File: src/rtl/bch_trap_decoder_if.sv
// Handshake bundle for the bit-serial error-trapping BCH decoder:
// serial bit input on one side, decoded message output on the other.
interface bch_trap_decoder_if #(
  parameter int K  = 7,
  parameter int CW = 4
);
  logic          in_valid;
  logic          in_ready;
  logic          in_bit;
  logic          out_valid;
  logic          out_ready;
  logic [K-1:0]  out_data;
  logic          out_err;
  logic [CW-1:0] out_nerr;

  modport master (
    output in_valid, in_bit, out_ready,
    input  in_ready, out_valid, out_data, out_err, out_nerr
  );

  modport slave (
    input  in_valid, in_bit, out_ready,
    output in_ready, out_valid, out_data, out_err, out_nerr
  );
endinterface

File: src/rtl/bch_trap_decoder.sv
// Bit-serial error-trapping decoder for binary cyclic/BCH codes: loads N bits while
// dividing by g(x), then rotates the word N times, correcting once the syndrome weight is <= T.
module bch_trap_decoder #(
  parameter int            N     = 15,
  parameter int            K     = 7,
  parameter int            T     = 2,
  parameter logic [N-K:0]  GPOLY = 9'h1D1,
  parameter int            CW    = 4
) (
  input  logic              clk,
  input  logic              rst_n,
  input  logic              flush,
  bch_trap_decoder_if.slave bus,
  output logic              busy
);

  localparam int R    = N - K;
  localparam int CNTW = $clog2(N + 1);
  localparam logic [R-1:0]    GLOW = GPOLY[R-1:0];
  localparam logic [CNTW-1:0] LAST = CNTW'(N - 1);

  typedef enum logic [1:0] {
    ST_LOAD = 2'd0,
    ST_TRAP = 2'd1,
    ST_OUT  = 2'd2
  } state_t;

  state_t          state_q, state_d;
  logic [CNTW-1:0] cnt_q, cnt_d;
  logic [R-1:0]    s_q, s_d;
  logic [N-1:0]    cw_q, cw_d;
  logic            trapped_q, trapped_d;
  logic [CW-1:0]   nerr_q, nerr_d;
  logic [K-1:0]    out_data_q, out_data_d;
  logic            out_err_q, out_err_d;
  logic [CW-1:0]   out_nerr_q, out_nerr_d;

  logic            in_ready_c;
  logic            out_valid_c;
  logic            busy_c;
  logic [CW-1:0]   s_weight;
  logic [N-1:0]    cw_fix;
  logic [R-1:0]    s_fix;

  always_comb begin
    s_weight = '0;
    for (int i = 0; i < R; i++) begin
      s_weight = s_weight + CW'(s_q[i]);
    end
  end

  always_comb begin
    state_d    = state_q;
    cnt_d      = cnt_q;
    s_d        = s_q;
    cw_d       = cw_q;
    trapped_d  = trapped_q;
    nerr_d     = nerr_q;
    out_data_d = out_data_q;
    out_err_d  = out_err_q;
    out_nerr_d = out_nerr_q;
    in_ready_c = 1'b0;
    out_valid_c = 1'b0;
    busy_c     = 1'b0;
    cw_fix     = cw_q;
    s_fix      = s_q;

    case (state_q)
      ST_LOAD: begin
        in_ready_c = 1'b1;
        if (bus.in_valid) begin
          // Shift-register division: s tracks the received prefix mod g(x).
          cw_d = {cw_q[N-2:0], bus.in_bit};
          s_d  = {s_q[R-2:0], bus.in_bit} ^ (s_q[R-1] ? GLOW : '0);
          if (cnt_q == LAST) begin
            cnt_d   = '0;
            state_d = ST_TRAP;
          end else begin
            cnt_d = cnt_q + CNTW'(1);
          end
        end
      end

      ST_TRAP: begin
        busy_c = 1'b1;
        if (!trapped_q && (s_weight <= CW'(T))) begin
          cw_fix    = cw_q ^ {{K{1'b0}}, s_q};
          s_fix     = '0;
          trapped_d = 1'b1;
          nerr_d    = s_weight;
        end
        // Rotation keeps s equal to (rotated word) mod g(x).
        cw_d = {cw_fix[N-2:0], cw_fix[N-1]};
        s_d  = {s_fix[R-2:0], 1'b0} ^ (s_fix[R-1] ? GLOW : '0);
        if (cnt_q == LAST) begin
          cnt_d      = '0;
          state_d    = ST_OUT;
          out_data_d = cw_d[N-1:N-K];
          out_err_d  = ~trapped_d;
          out_nerr_d = trapped_d ? nerr_d : '0;
        end else begin
          cnt_d = cnt_q + CNTW'(1);
        end
      end

      ST_OUT: begin
        busy_c      = 1'b1;
        out_valid_c = 1'b1;
        if (bus.out_ready) begin
          state_d   = ST_LOAD;
          cnt_d     = '0;
          s_d       = '0;
          cw_d      = '0;
          trapped_d = 1'b0;
          nerr_d    = '0;
        end
      end

      default: begin
        state_d = ST_LOAD;
      end
    endcase

    // Abort wins over any bit or output handshake in the same cycle.
    if (flush) begin
      state_d   = ST_LOAD;
      cnt_d     = '0;
      s_d       = '0;
      cw_d      = '0;
      trapped_d = 1'b0;
      nerr_d    = '0;
    end
  end

  always_ff @(posedge clk or negedge rst_n) begin
    if (!rst_n) begin
      state_q    <= ST_LOAD;
      cnt_q      <= '0;
      s_q        <= '0;
      cw_q       <= '0;
      trapped_q  <= 1'b0;
      nerr_q     <= '0;
      out_data_q <= '0;
      out_err_q  <= 1'b0;
      out_nerr_q <= '0;
    end else begin
      state_q    <= state_d;
      cnt_q      <= cnt_d;
      s_q        <= s_d;
      cw_q       <= cw_d;
      trapped_q  <= trapped_d;
      nerr_q     <= nerr_d;
      out_data_q <= out_data_d;
      out_err_q  <= out_err_d;
      out_nerr_q <= out_nerr_d;
    end
  end

  assign bus.in_ready  = in_ready_c;
  assign bus.out_valid = out_valid_c;
  assign bus.out_data  = out_data_q;
  assign bus.out_err   = out_err_q;
  assign bus.out_nerr  = out_nerr_q;
  assign busy          = busy_c;

endmodule

File: src/flat_wrapper.sv
// flat-port wrapper written by rule: the top's interface ports become plain ports
module bch_trap_decoder_flat 
#(
  parameter int            N     = 15,
  parameter int            K     = 7,
  parameter int            T     = 2,
  parameter logic [N-K:0]  GPOLY = 9'h1D1,
  parameter int            CW    = 4
)
  (clk, rst_n, flush, busy, bus_in_valid, bus_in_bit, bus_out_ready, bus_in_ready, bus_out_valid, bus_out_data, bus_out_err, bus_out_nerr);
  bch_trap_decoder_if #(.K(K), .CW(CW)) bus_i ();
  input  logic clk;
  input  logic rst_n;
  input  logic flush;
  output logic busy;
  input wire logic [$bits(bus_i.in_valid)-1:0] bus_in_valid;
  input wire logic [$bits(bus_i.in_bit)-1:0] bus_in_bit;
  input wire logic [$bits(bus_i.out_ready)-1:0] bus_out_ready;
  output wire logic [$bits(bus_i.in_ready)-1:0] bus_in_ready;
  output wire logic [$bits(bus_i.out_valid)-1:0] bus_out_valid;
  output wire logic [$bits(bus_i.out_data)-1:0] bus_out_data;
  output wire logic [$bits(bus_i.out_err)-1:0] bus_out_err;
  output wire logic [$bits(bus_i.out_nerr)-1:0] bus_out_nerr;
  assign bus_i.in_valid = bus_in_valid;
  assign bus_i.in_bit = bus_in_bit;
  assign bus_i.out_ready = bus_out_ready;
  assign bus_in_ready = bus_i.in_ready;
  assign bus_out_valid = bus_i.out_valid;
  assign bus_out_data = bus_i.out_data;
  assign bus_out_err = bus_i.out_err;
  assign bus_out_nerr = bus_i.out_nerr;
  bch_trap_decoder #(.N(N), .K(K), .T(T), .GPOLY(GPOLY), .CW(CW)) u_core (.clk(clk), .rst_n(rst_n), .flush(flush), .bus(bus_i), .busy(busy));
endmodule
File: config.mk
export PLATFORM = sky130hd
export DESIGN_NAME = bch_trap_decoder_flat
export DESIGN_NICKNAME = d
export VERILOG_FILES = /design/src/rtl/bch_trap_decoder_if.sv /design/src/rtl/bch_trap_decoder.sv /design/src/flat_wrapper.sv
export SDC_FILE = /design/constraint.sdc
export NUM_CORES = 1
export LEC_CHECK = 0
export ABC_AREA = 1
export ABC_CLOCK_PERIOD_IN_PS = 4700
export CAP_MARGIN = 20
export CORE_MARGIN = 1
export CORE_UTILIZATION = 57
export DETAILED_ROUTE_END_ITERATION = 10
export PLACE_DENSITY = 0.86
export SYNTH_ARGS = -nofsm -noshare
export SYNTH_HDL_FRONTEND = slang
export SYNTH_SLANG_ARGS = --single-unit
File: constraint.sdc
create_clock -name clk -period 4.7 [get_ports clk]
set_clock_uncertainty 0.15 [all_clocks]
set_input_delay 0.705 -clock clk [delete_from_list [all_inputs] [get_ports clk]]
set_output_delay 0.705 -clock clk [all_outputs]
set_load 0.02 [all_outputs]
==> flow_metrics.py <==
metrics = {
    "yosys": {
        "synth.area.top_cells": "dfrtp_1, nand2_1, inv_1, nand3_1, o21ai_0",
        "synth.top_cell.area_share_pct": 48.94,
        "synthFlopType": "dfrtp_1",
        "synth_edf_count": 0,
        "async_flop_share_pct": 100.0,
        "synthXorXnorAreaFrac_pct": 1.862,
        "synth_top_family_by_area": "simple AND/OR/NAND/NOR gates",
        "synthAdderAreaFrac_pct": 8.191,
        "synth_seq_cells": 46,
        "synth.distinct_cells": 26,
        "synth_compound_area_share_pct": 10.74,
        "seq_area_frac_synth_pct": 48.94,
        "synthesis.area_sq_mm": 0.002352,
        "synth_simple_gate_area_share_pct": 21.60,
        "synth_top_area_cell": "dfrtp_1",
        "synth_mux_area_share_pct": 0,
        "yosysWarnings": 0,
        "syn_inst": 277,
        "postSynthAreaPerCell_sq_um": 8.492,
        "synthesis.nets": 296,
    },
    "worst_setup_path": {
        "critPathKind": "flop to flop",
        "endpoint_kind": "flop",
        "slowest_delay_ps": 550,
        "crit_slowest_cell": "nand4_1",
        "cp-start-kind": "flop",
        "cp.depth": 12,
        "required_ps": 4790,
        "cp_common_cell": "fa_1",
        "crit_family": "adder cells",
        "critPathArrivalTime_ps": 4240,
        "worst-path-buf-inv": 1,
        "crit_chain": "ha_1 > inv_1 > fa_1 > fa_1 > fa_1 > fa_1 > nor2_1 > nor2_1 > nand4_1 > o21ai_0 > nand3_1 > nand2_1",
        "reg2reg_depth": 12,
        "path_max_fanout": 15,
    },
    "floorplanning": {
        "start_util_pct": 61.92,
        "die_w_um": 66.24,
        "die_height_um": 66.24,
        "core_sq_mm": 0.003799,
        "ios": 21,
        "die_area_sq_mm": 0.004388,
        "std_cell_rows": 22,
    },
    "cells_and_area": {
        "drive_above_1_share_pct": 4.319,
        "layout_commonest_cell": "nand2_1",
        "synthToLayoutAreaGrowth_pct": 15.21,
        "nFillCells": 292,
        "finalNetCount": 319,
        "n_antenna_cell": 0,
        "final_cell_mix": "nand2_1, dfrtp_1, inv_1",
    },
    "power_and_ir_drop": {
        "powerDensity_mw_per_mm2": 456.4,
        "power_leakage_nw": 1.325,
        "peakVddDrop_mv": 0.2965,
    },
    "hold_path": {
        "hp-class": "input pin to asynchronous set/reset pin",
    },
    "detailed_routing": {
        "drt-initial-drc-count": 113,
        "drtAntennaViolNets": 0,
        "via_per_inst": 5.338,
        "drtPass1Iterations": 4,
        "wire_per_inst_um": 13.38,
        "drt_wl_total_mm": 4.669,
        "vias": 1863,
        "drc": 0,
    },
    "clock_network": {
        "cts_buffer_depth": 2,
        "clk_pin_slew_worst_paths_ps": 90,
        "cts_made_buffers": 5,
        "cts_tree": "yes",
        "clkSinkCount": 46,
        "cts-root-buf": "clkbuf_8",
        "cts_setup_buffers": 0,
        "ctsResizeCount": 0,
        "htreeDepth": 2,
        "clk_latency_ps": 300,
        "ctsHoldBuffers": 0,
    },
    "placed_design": {
        "dp_slack_ps": 568.0,
        "gp_congestion": 0.8270,
        "port_buffers": 20,
        "dp_hpwl_mm": 3.172,
    },
    "sta": {
        "tightest_slew_ps": 632.5,
        "setup_viol": 0,
        "period_share_pct": 88.42,
        "relSlewSlack_pct": 57.71,
        "finalHoldViolations": 0,
        "drv_slew": 0,
        "fin_crit_ps": 4156,
        "holdWs_ps": 131.4,
        "fin_setup_tns_ps": 0,
        "fin_ws_ps": 544.2,
        "fmax_mhz": 240.6,
        "rsz0062_at_grt": "no",
    },
    "status": {
        "status": "complete, no violations",
    },
    "grt": {
        "gr-total-overflow": 0,
        "grt_max_degree": 47,
        "grt_usage_pct": 24.42,
        "grt_antenna_before_repair": 0,
        "grt_pass1_wl_mm": 7.983,
        "grt_pass1_vias": 1851,
    },
    "flow_run": {
        "drv_cap": 0,
    },
}
[logic make-up (layout without fill, tap and decap cells)]
kind of cell	count (synthesis)	count (layout)
buf+inv	50	74
simple gates	119	119
compound gates	44	44
flops	46	46
xor+xnor	5	5
fa+ha+maj	13	13
[synthesized netlist by cell type, types with 3 or more instances]
master and instances:
a21oi_1 3, dfrtp_1 46, fa_1 4, ha_1 9
inv_1 43, nand2_1 61, nand3_1 27, nand4_1 3
nor2_1 24, o21ai_0 24, o21bai_1 6, o22ai_1 7
xor2_1 4
[power breakdown]
group / switching [mW] / total (mW) / internal, mW
sequential: 0.0333 / 0.472 / 0.439
clock: 0.131 / 0.289 / 0.159
combinational: 0.330 / 0.476 / 0.145
total: 0.494 / 1.24 / 0.743
[registers in the layout (all words and copies together), names as in the netlist]
register	cells
u_core.nerr_q	4
u_core.s_q	8
u_core.bus.out_nerr	4
u_core.cnt_q	4
u_core.bus.out_data	7
u_core.state_q	2
u_core.cw_q	15
u_core.trapped_q	1
u_core.bus.out_err	1
[routing by layer]
| metal | track usage, % | vias up | wire length [um] |
|---|---|---|---|
| met1 | 29.76 | 875 | 2152 |
| met5 | 0 | - | 0 |
| met2 | 40.82 | 55 | 2266 |
| met3 | 7.586 | 4 | 213 |
| li1 | - | 929 | - |
| met4 | 8.245 | 0 | 36 |
[per-stage QoR]
stage	std cells	total power [mW]	area (sq um)	util [%]
after floorplan	277	0.8131	2352	-
after global placement	339	0.9150	2569	67.62
after detailed placement	339	0.9313	2569	67.62
after CTS	347	1.226	2679	70.52
after global routing	349	1.318	2710	71.34
final	349	1.237	2710	71.34
[path summary, 6_finish.rpt]
path	from	slack (ps)	end
hold reg to reg	u_core.bus.out_data[5]	340	u_core.bus.out_data[5]
setup reg to reg	u_core.s_q[0]	540	u_core.cw_q[1]
hold / removal	rst_n	130	u_core.bus.out_data[6]
min in group clk	u_core.bus.out_data[5]	340	u_core.bus.out_data[5]
setup / recovery	u_core.s_q[0]	540	u_core.cw_q[1]
max in group asynchronous	rst_n	3780	u_core.cw_q[8]
[area by class of cell]
type / instances / area [sq um] / share of cell area (%)
Clock buffer: 6 / 72.57 / 2.678
Tap cell: 48 / 60.06 / 2.216
Timing Repair Buffer: 22 / 226.5 / 8.356
Multi-Input combinational cell: 181 / 997.2 / 36.80
Clock inverter: 2 / 37.54 / 1.385
Inverter: 44 / 165.2 / 6.094
Sequential cell: 46 / 1151 / 42.47
No activity file was read; power rests on OpenSTA's default activity.
